[src/rtl/hamming_pkg.sv]
// Shared Hamming(7,4) definitions: codeword bit layout, FIFO occupancy
// states and the reference encode function. The decoder uses the same layout.
package hamming_pkg;

  localparam int DATA_NIB_W = 4;
  localparam int CODE_W     = 7;
  localparam int INJ_W      = 3;

  // Codeword bit i holds Hamming position i+1
  localparam int P1_POS = 0;
  localparam int P2_POS = 1;
  localparam int D0_POS = 2;
  localparam int P3_POS = 3;
  localparam int D1_POS = 4;
  localparam int D2_POS = 5;
  localparam int D3_POS = 6;

  typedef enum logic [1:0] {
    EMPTY = 2'd0,
    ONE   = 2'd1,
    FULL  = 2'd2
  } occ_state_e;

  // Clean (uninjected) codeword with even parity over each covered group
  function automatic logic [CODE_W-1:0] hamming74_encode(input logic [DATA_NIB_W-1:0] d);
    logic [CODE_W-1:0] c;
    c         = '0;
    c[D0_POS] = d[0];
    c[D1_POS] = d[1];
    c[D2_POS] = d[2];
    c[D3_POS] = d[3];
    c[P1_POS] = d[0] ^ d[1] ^ d[3];
    c[P2_POS] = d[0] ^ d[2] ^ d[3];
    c[P3_POS] = d[1] ^ d[2] ^ d[3];
    return c;
  endfunction

endpackage

[src/rtl/hamming74_encoder_if.sv]
// Input data stream, output codeword stream and delivered-count status of the
// Hamming(7,4) encoder. master = source/sink side, slave = encoder side.
interface hamming74_encoder_if
  import hamming_pkg::*;
#(
  parameter int CNT_W = 8
);

  logic                  in_valid;
  logic                  in_ready;
  logic [DATA_NIB_W-1:0] in_data;
  logic [INJ_W-1:0]      inj_pos;
  logic                  out_valid;
  logic                  out_ready;
  logic [CODE_W-1:0]     out_code;
  logic [CNT_W-1:0]      out_count;

  modport master (
    output in_valid, in_data, inj_pos, out_ready,
    input  in_ready, out_valid, out_code, out_count
  );

  modport slave (
    input  in_valid, in_data, inj_pos, out_ready,
    output in_ready, out_valid, out_code, out_count
  );

endinterface

[src/rtl/hamming74_parity.sv]
// Combinational Hamming(7,4) encode followed by optional single-bit flip.
// Parity always comes from clean data; the flip is applied last.
module hamming74_parity
  import hamming_pkg::*;
(
  input  logic [DATA_NIB_W-1:0] data,
  input  logic [INJ_W-1:0]      inj_pos,
  output logic [CODE_W-1:0]     code
);

  logic [CODE_W-1:0] flip_mask;

  // One-hot flip mask: inj_pos 1..7 selects bit inj_pos-1, 0 selects nothing
  always_comb begin
    flip_mask = '0;
    for (int i = 0; i < CODE_W; i++) begin
      flip_mask[i] = (inj_pos == INJ_W'(i + 1));
    end
  end

  assign code = hamming74_encode(data) ^ flip_mask;

endmodule

[src/rtl/hamming74_encoder.sv]
// Streaming Hamming(7,4) encoder with a 2-entry output FIFO and a
// delivered-codeword counter. Ready/valid are pure decodes of the occupancy
// state, so there is no combinational path from out_ready to in_ready.
module hamming74_encoder
  import hamming_pkg::*;
#(
  parameter int CNT_W = 8
) (
  input  logic                clk,
  input  logic                reset,
  hamming74_encoder_if.slave  bus
);

  occ_state_e        state_q, state_d;
  logic [CODE_W-1:0] head_q, head_d;
  logic [CODE_W-1:0] tail_q, tail_d;
  logic [CNT_W-1:0]  count_q, count_d;
  logic [CODE_W-1:0] enc_code;
  logic              accept;
  logic              deliver;

  hamming74_parity u_parity (
    .data    (bus.in_data),
    .inj_pos (bus.inj_pos),
    .code    (enc_code)
  );

  assign bus.in_ready  = (state_q != FULL);
  assign bus.out_valid = (state_q != EMPTY);
  assign bus.out_code  = head_q;
  assign bus.out_count = count_q;

  assign accept  = bus.in_valid && bus.in_ready;
  assign deliver = bus.out_valid && bus.out_ready;

  // Next occupancy, FIFO contents and delivered count
  always_comb begin
    state_d = state_q;
    head_d  = head_q;
    tail_d  = tail_q;
    count_d = count_q;
    if (deliver) begin
      count_d = count_q + CNT_W'(1);
    end
    case (state_q)
      EMPTY: begin
        if (accept) begin
          head_d  = enc_code;
          state_d = ONE;
        end
      end
      ONE: begin
        if (accept && deliver) begin
          // Head leaves as the new word arrives: it becomes the new head
          head_d = enc_code;
        end else if (accept) begin
          tail_d  = enc_code;
          state_d = FULL;
        end else if (deliver) begin
          state_d = EMPTY;
        end
      end
      FULL: begin
        if (deliver) begin
          head_d  = tail_q;
          state_d = ONE;
        end
      end
      default: begin
        state_d = EMPTY;
      end
    endcase
  end

  // State, buffer and counter registers; reset clears everything
  always_ff @(posedge clk or negedge reset) begin
    if (!reset) begin
      state_q <= EMPTY;
      head_q  <= '0;
      tail_q  <= '0;
      count_q <= '0;
    end else begin
      state_q <= state_d;
      head_q  <= head_d;
      tail_q  <= tail_d;
      count_q <= count_d;
    end
  end

endmodule

[src/flat_wrapper.sv]
// flat-port wrapper written by rule: the top's interface ports become plain ports
module hamming74_encoder_flat import hamming_pkg::*;
#(
  parameter int CNT_W = 8
)
  (clk, reset, bus_in_valid, bus_in_data, bus_inj_pos, bus_out_ready, bus_in_ready, bus_out_valid, bus_out_code, bus_out_count);
  hamming74_encoder_if #(.CNT_W(CNT_W)) bus_i ();
  input  logic clk;
  input  logic reset;
  input wire logic [$bits(bus_i.in_valid)-1:0] bus_in_valid;
  input wire logic [$bits(bus_i.in_data)-1:0] bus_in_data;
  input wire logic [$bits(bus_i.inj_pos)-1:0] bus_inj_pos;
  input wire logic [$bits(bus_i.out_ready)-1:0] bus_out_ready;
  output wire logic [$bits(bus_i.in_ready)-1:0] bus_in_ready;
  output wire logic [$bits(bus_i.out_valid)-1:0] bus_out_valid;
  output wire logic [$bits(bus_i.out_code)-1:0] bus_out_code;
  output wire logic [$bits(bus_i.out_count)-1:0] bus_out_count;
  assign bus_i.in_valid = bus_in_valid;
  assign bus_i.in_data = bus_in_data;
  assign bus_i.inj_pos = bus_inj_pos;
  assign bus_i.out_ready = bus_out_ready;
  assign bus_in_ready = bus_i.in_ready;
  assign bus_out_valid = bus_i.out_valid;
  assign bus_out_code = bus_i.out_code;
  assign bus_out_count = bus_i.out_count;
  hamming74_encoder #(.CNT_W(CNT_W)) u_core (.clk(clk), .reset(reset), .bus(bus_i));
endmodule
[config.mk]
export PLATFORM = sky130hd
export DESIGN_NAME = hamming74_encoder_flat
export DESIGN_NICKNAME = d
export VERILOG_FILES = /design/src/rtl/hamming_pkg.sv /design/src/rtl/hamming74_encoder_if.sv /design/src/rtl/hamming74_parity.sv /design/src/rtl/hamming74_encoder.sv /design/src/flat_wrapper.sv
export SDC_FILE = /design/constraint.sdc
export NUM_CORES = 1
export LEC_CHECK = 0
export CAP_MARGIN = 15
export CORE_MARGIN = 1
export CORE_UTILIZATION = 54
export CTS_CLUSTER_SIZE = 8
export DETAILED_ROUTE_END_ITERATION = 16
export PLACE_DENSITY = 0.93
export REMOVE_ABC_BUFFERS = 1
export SYNTH_ARGS = -nofsm -noshare
export SYNTH_HDL_FRONTEND = slang
export SYNTH_HIERARCHICAL = 1
export SYNTH_SLANG_ARGS = --single-unit
[constraint.sdc]
create_clock -name clk -period 2.2 [get_ports clk]
set_input_delay 0.55 -clock clk [delete_from_list [all_inputs] [get_ports clk]]
set_output_delay 0.55 -clock clk [all_outputs]
set_load 0.02 [all_outputs]
; Yosys cells after proc, flatten, opt, wreduce, memory -nomap -nowiden
; Cells that the tools add are included.
[totals]
regBits = 24
out_inout_bits = 17
inputBits = 11
word_cells = 47
[op_classes]
bitwise = 8
n_eq_ne = 15
add_sub_neg = 1
n_mux = 10
n_reduce_logical = 9
[ops]
columns = op, count
row1 = 2-to-1 mux 7 bit, 3
row2 = one-hot mux 7 bit (3 select lines), 1
row3 = == test 3 bit (second input constant), 4
row4 = 2-to-1 mux 2 bit, 5
row5 = adder 8 x 1 -> 8 bit (second input constant), 1
row6 = AND reduction 4 bit, 2
row7 = bitwise XOR 7 bit, 1
row8 = == test 3 x 2 -> 1 bit (second input constant), 2
row9 = inequality test 2 x 1 -> 1 bit (second input constant), 3
row10 = one-hot mux 2 bit (3 select lines), 1
row11 = bitwise XOR 1 bit, 6
row12 = inequality test 2 bit (second input constant), 2
row13 = == test 3 x 1 -> 1 bit (second input constant), 1
row14 = logical AND 1 bit, 3
row15 = inequality test 3 x 1 -> 1 bit (second input constant), 1
row16 = AND reduction 3 bit, 1
row17 = nonzero test 3 bit, 1
row18 = == test 2 x 1 -> 1 bit (second input constant), 1
row19 = == test 2 bit (second input constant), 1
row20 = logical NOT 2 bit, 1
row21 = nonzero test 2 bit, 1
row22 = NOT 1 bit, 1

; Logic depth before layout (Yosys ltp)
[depth]
word_depth = 6
mapped_depth = 5
ltp_nobuf = 4

; By module
; The synthesis kept the hierarchy.
[by_module_without_submodules]
columns = module, instances, area_per_inst_um2, seq_area_each_um2, cells_each
row1 = hamming74_encoder, 1, 1182.4, 600.6, 83
row2 = hamming74_parity, 1, 183.9, 0.0, 18

; Worst setup path before layout
; Ideal clock, no wire load.
[synth_path]
path_kind = in2reg
from = input port bus_in_data[3]
to = register u_core.head_q[0], in the netlist u_core/bus.out_code[0]
setup_ns = 0.125
t_arrival_ns = 1.671
stages = 5
path_buffers = 1
setup_slack_ns = 0.404
required_ns = 2.075
path_cell_list = clkbuf_2 -> xnor3_1 -> xnor2_1 -> mux2_4 -> mux2_4
[synth_via]
elab_chain_len = 4
elab_cells_between_ends = 5
cone_classes = 3 x mux / 2 x bitwise
[synth_rtl]
columns = element, line
row1 = "start, declared", flat_wrapper.sv:11  ; input wire logic [$bits(bus_i.in_data)-1:0] bus_in_data;
row2 = bitwise XOR 1 bit *, hamming_pkg.sv:32  ; c[P1_POS] = d[0] ^ d[1] ^ d[3];
row3 = bitwise XOR 7 bit *, hamming74_parity.sv:21  ; assign code = hamming74_encode(data) ^ flip_mask;
row4 = net u_core.enc_code[0], hamming74_encoder.sv:18  ; logic [CODE_W-1:0] enc_code;
row5 = "2-to-1 mux 7 bit, on equally long branches", "hamming74_encoder.sv:53, hamming74_encoder.sv:47"
row6 = one-hot mux 7 bit (3 select lines) *, hamming74_encoder.sv:45  ; case (state_q)
row7 = "end signal, assigned", hamming74_encoder.sv:79  ; head_q <= '0;
row8 = "end signal, assigned", hamming74_encoder.sv:84  ; head_q <= head_d;
row9 = "end, declared", hamming74_encoder.sv:15  ; logic [CODE_W-1:0] head_q, head_d;
; Mark *: on every way through the listed nets, which the timed path passes. The rest lies on a longest branch. The select of a mux whose other input is x is not followed.
; A chain may end at the register's enable or synchronous reset.

; Worst setup path after layout
[layout_path]
from = input port bus_in_data[2]
to = register u_core.head_q[1], in the netlist u_core/bus.out_code[1]
[layout_via]
elab_chain_len = 5
elab_cells_between_ends = 6
cone_classes = 3 x mux / 3 x bitwise
[layout_rtl]
columns = element, line
row1 = bitwise XOR 1 bit * (2 in a row), hamming_pkg.sv:33  ; c[P2_POS] = d[0] ^ d[2] ^ d[3];
row2 = bitwise XOR 7 bit *, hamming74_parity.sv:21
row3 = net u_core.enc_code[1], hamming74_encoder.sv:18
row4 = "2-to-1 mux 7 bit, on equally long branches", "hamming74_encoder.sv:53, hamming74_encoder.sv:47"
row5 = one-hot mux 7 bit (3 select lines) *, hamming74_encoder.sv:45
; Marked as above.

==> summary.md <==
| Metric | Value |
|---|---|
| Top FF cell, synth | dfrtp_1 |
| IO buf count | 27 |
| Sw Ratio | roughly 33% |
| Total power | about 1.9 mW |
| Combinational share of power | between 40% and 50% |
| Worst slew margin | between 70% and 80% |
| Post-synth top area cell | dfrtp_1 |
| Synth Instances | ~100 |
| WHS | 0.490 ns |
| 1st-iter DRT viols | 12 |
| Maximum clock insertion buffer count | 2 |
| Avg Cell Area, Syn | about 14 um2 |
| Rows | 17 |
| Final period utilization | 90.5% |
| Area taken by multi-input logic gates | 718 um2 |
| Maxcap violations | 0 |
| Clock slew at reported path FFs | about 0.13 ns |
| Hold Path Depth | 1 |
| Routability Congestion | roughly 0.76 |
| Initial antenna violation count | 0 |
| Num CTS Buffers | 3 |
| Sw Pwr | between 600 and 700 uW |
| Worst-Skew Late Latency | 0.31 ns |
| Die area | 2740 um2 |
| Flop pwr share | around 40% |
| RSZ-0062 raised after global routing | no |
| Fraction of layout cells with a size suffix above 1 | between 20 and 30% |
| PwrDens | around 1100 nW/um2 |
| Die Width | approximately 52 um |
| Flops & latches, synth | 24 |
| Instance count on the critical path | 5 |
| Routed Wire Length | 2.60 mm |
| Slowest cell delay on critical path | 0.55 ns |
| Critical Path RT | approximately 2.4 ns |
| Crit path max fanout | 3 |
| CP max-delay cell | clkdlybuf4s50_1 |
| Status | finished clean |
| Crit. End Element | register |
| Worst hold-check path type | register to register |
| Fin Setup TNS | 0 ns |
| Detail Placement HPWL | roughly 1.9 mm |
| Core area | between 2000 and 2500 um2 |
| Drt drc | 0 |
| Min cycle time layout | around 2.0 ns |
| Ant. Diodes | 0 |
| Worst IR drop on VDD | around 0.78 mV |
| Worst Skew | between 0.005 and 0.006 ns |
| Most common cell after layout, fill and taps aside | clkdlybuf4s50_1 |
| Vias in the first global route | 959 |
| EDFF count, synth | 0 |
| Nets | about 150 |
| Initial Util | 59.5% |
| Post-route ant nets | 0 |
| WL/cell | ~16 um |
| First-pass GRT wire length | about 4.3 mm |
| Crit path kind | input port to register |
| Area Overhead vs Synth | 28.0% |
| Register area share after synthesis | a little over two fifths |
| Leakage | around 0.76 nW |
| Crit path buf inv count | 1 |
| Slew Viols, Final | 0 |
| Via count | 902 |
| Crit start category | input port |
| CTS H-tree depth | 1 |
| Total track usage | between 20% and 30% |
| Fmax | around 0.50 GHz |
| IO Pins | 28 |
| Via/cell ratio | 5.57 |
| Syn. warnings | 6 |
| Reg2Reg Depth | 4 |
| Worst EP arrival | 2.21 ns |
| Clk pwr share | approximately 17% |
| Hold Vio Cnt, Final | 0 |
| Post-synth top area share | a little over two fifths |
| TritonCTS clock tree | yes |
| Crit path cell chain | clkdlybuf4s50_1, xnor3_1, xnor2_1, mux2_4, mux2_4 |
| Synth cell types | 30 |
| Clk sinks | 24 |
| FFs w/ async S/R, synth | 100% |
| Total grt overflow | 0 |
| Drt first pass iters | 4 |
| Pin count of the biggest net entering global routing | 25 |
| # fillers | about 150 |
| Commonest non-fill, non-tap cells in the layout | 25 x clkdlybuf4s50_1, 22 x dfrtp_1, 14 x mux2_4 |
| Pre-CTS setup slack | -0.141 ns |
| Root buffer cell | clkbuf_4 |
| Largest cells by area after synthesis | dfrtp_1 44%, mux2_4 15%, xnor2_1 7.7% |
| Family with the most delay on the worst path | XOR/XNOR gates |
| Post-Syn Area | 1370 um2 |
| Most used cell, CP | mux2_4 |
| Final WS setup | 0.209 ns |
| Internal | around 1.3 mW |
| Final setup fails | 0 |
| Seq. cell area | 603 um2 |
| DIE HEIGHT | about 52 um |
| Worst slew pin tran | ~0.38 ns |
[cells in the mapped netlist, types with 2 or more instances]
library cell,n
dfrtp_1,24
nand3b_1,4
xnor3_1,3
xnor2_1,12
nor2_1,2
nor2b_4,2
nand2_1,5
buf_6,3
clkbuf_2,2
a21oi_1,2
nor3b_1,3
xor2_1,2
mux2_4,14
mux2_2,7
[worst reg2reg max path: cells and delay by family (launching register included)]
kind	cells	cell delay, ns
mux	2	0.57
flops	1	0.47
buf+inv	1	0.20
simple gates	1	0.18
[state kept, by name, indices dropped and copies added, names as in the netlist]
| name | count |
|---|---|
| u_core/bus.out_count | 8 |
| u_core/bus.out_code | 7 |
| u_core/state_q | 2 |
| u_core/tail_q | 7 |
[logic make-up (layout without fill, tap and decap cells)]
kind of cell	after synthesis	count (layout)	synth area share (%)
buffers and inverters	6	39	3.48
DFF	24	24	44.0
xor gates and xnor gates	17	17	13.9
and+or+nand+nor	24	24	11.3
muxes	23	23	22.7
AOI/OAI and AO/OA	6	6	3.76
adders and majority gates	1	1	0.916
[stage by stage]
stage	cell area, um2	std cells	util, %
5_1_grt	1750	162	76.1
4_1_cts	1750	162	76.0
3_5_place_dp	1690	158	73.7
2_1_floorplan	1320	96	-
6_report	1750	162	76.1
3_3_place_gp	1690	158	73.7
[path summary, 6_finish.rpt]
| check | startpoint | to | slack, ns |
|---|---|---|---|
| max reg2reg | u_core/state_q[1] | u_core/bus.out_code[6] | 0.67 |
| min | u_core/bus.out_count[7] | u_core/bus.out_count[7] | 0.49 |
| min in group asynchronous | reset | u_core/bus.out_count[2] | 0.59 |
| max in group asynchronous | reset | u_core/state_q[1] | 1.35 |
| min reg2reg | u_core/bus.out_count[7] | u_core/bus.out_count[7] | 0.49 |
| max | bus_in_data[2] | u_core/bus.out_code[1] | 0.21 |
[metal layers]
metal / GRT usage (%) / wire length, um / vias up / part of all wire [%]
met5: 0 / 0 / - / 0
met4: 13.2 / 63 / 0 / 2.4
met3: 3.19 / 106 / 8 / 4.1
met2: 42.0 / 1400 / 33 / 54
met1: 23.1 / 1020 / 447 / 39
li1: - / - / 414 / -
[final cells by class]
| class | count | area share (%) |
|---|---|---|
| Clock buffer | 3 | 1.29 |
| Clock inverter | 1 | 1.72 |
| Inverter | 1 | 0.215 |
| Multi-Input combinational cell | 71 | 41.1 |
| Sequential cell | 24 | 34.5 |
| Tap cell | 28 | 2.00 |
| Timing Repair Buffer | 34 | 19.2 |
[power by group through the flow]
| stage | Clock [mW] | Combinational [mW] | Sequential, mW |
|---|---|---|---|
| 2_1_floorplan | 0 | 0.364 | 0.874 |
| 3_3_place_gp | 0 | 0.806 | 0.754 |
| 3_5_place_dp | 0 | 0.830 | 0.772 |
| 4_1_cts | 0.327 | 0.837 | 0.764 |
| 5_1_grt | 0.340 | 0.886 | 0.786 |
| 6_report | 0.316 | 0.829 | 0.766 |
[repair_timing]
item	CTS	global route
hold buffers	0	0
pin swaps	0	0
gates resized for setup	3	1
cloned	0	0
setup buffers	0	0
endpoints found under the setup margin	1	1
No activity file was read; power rests on OpenSTA's default activity.
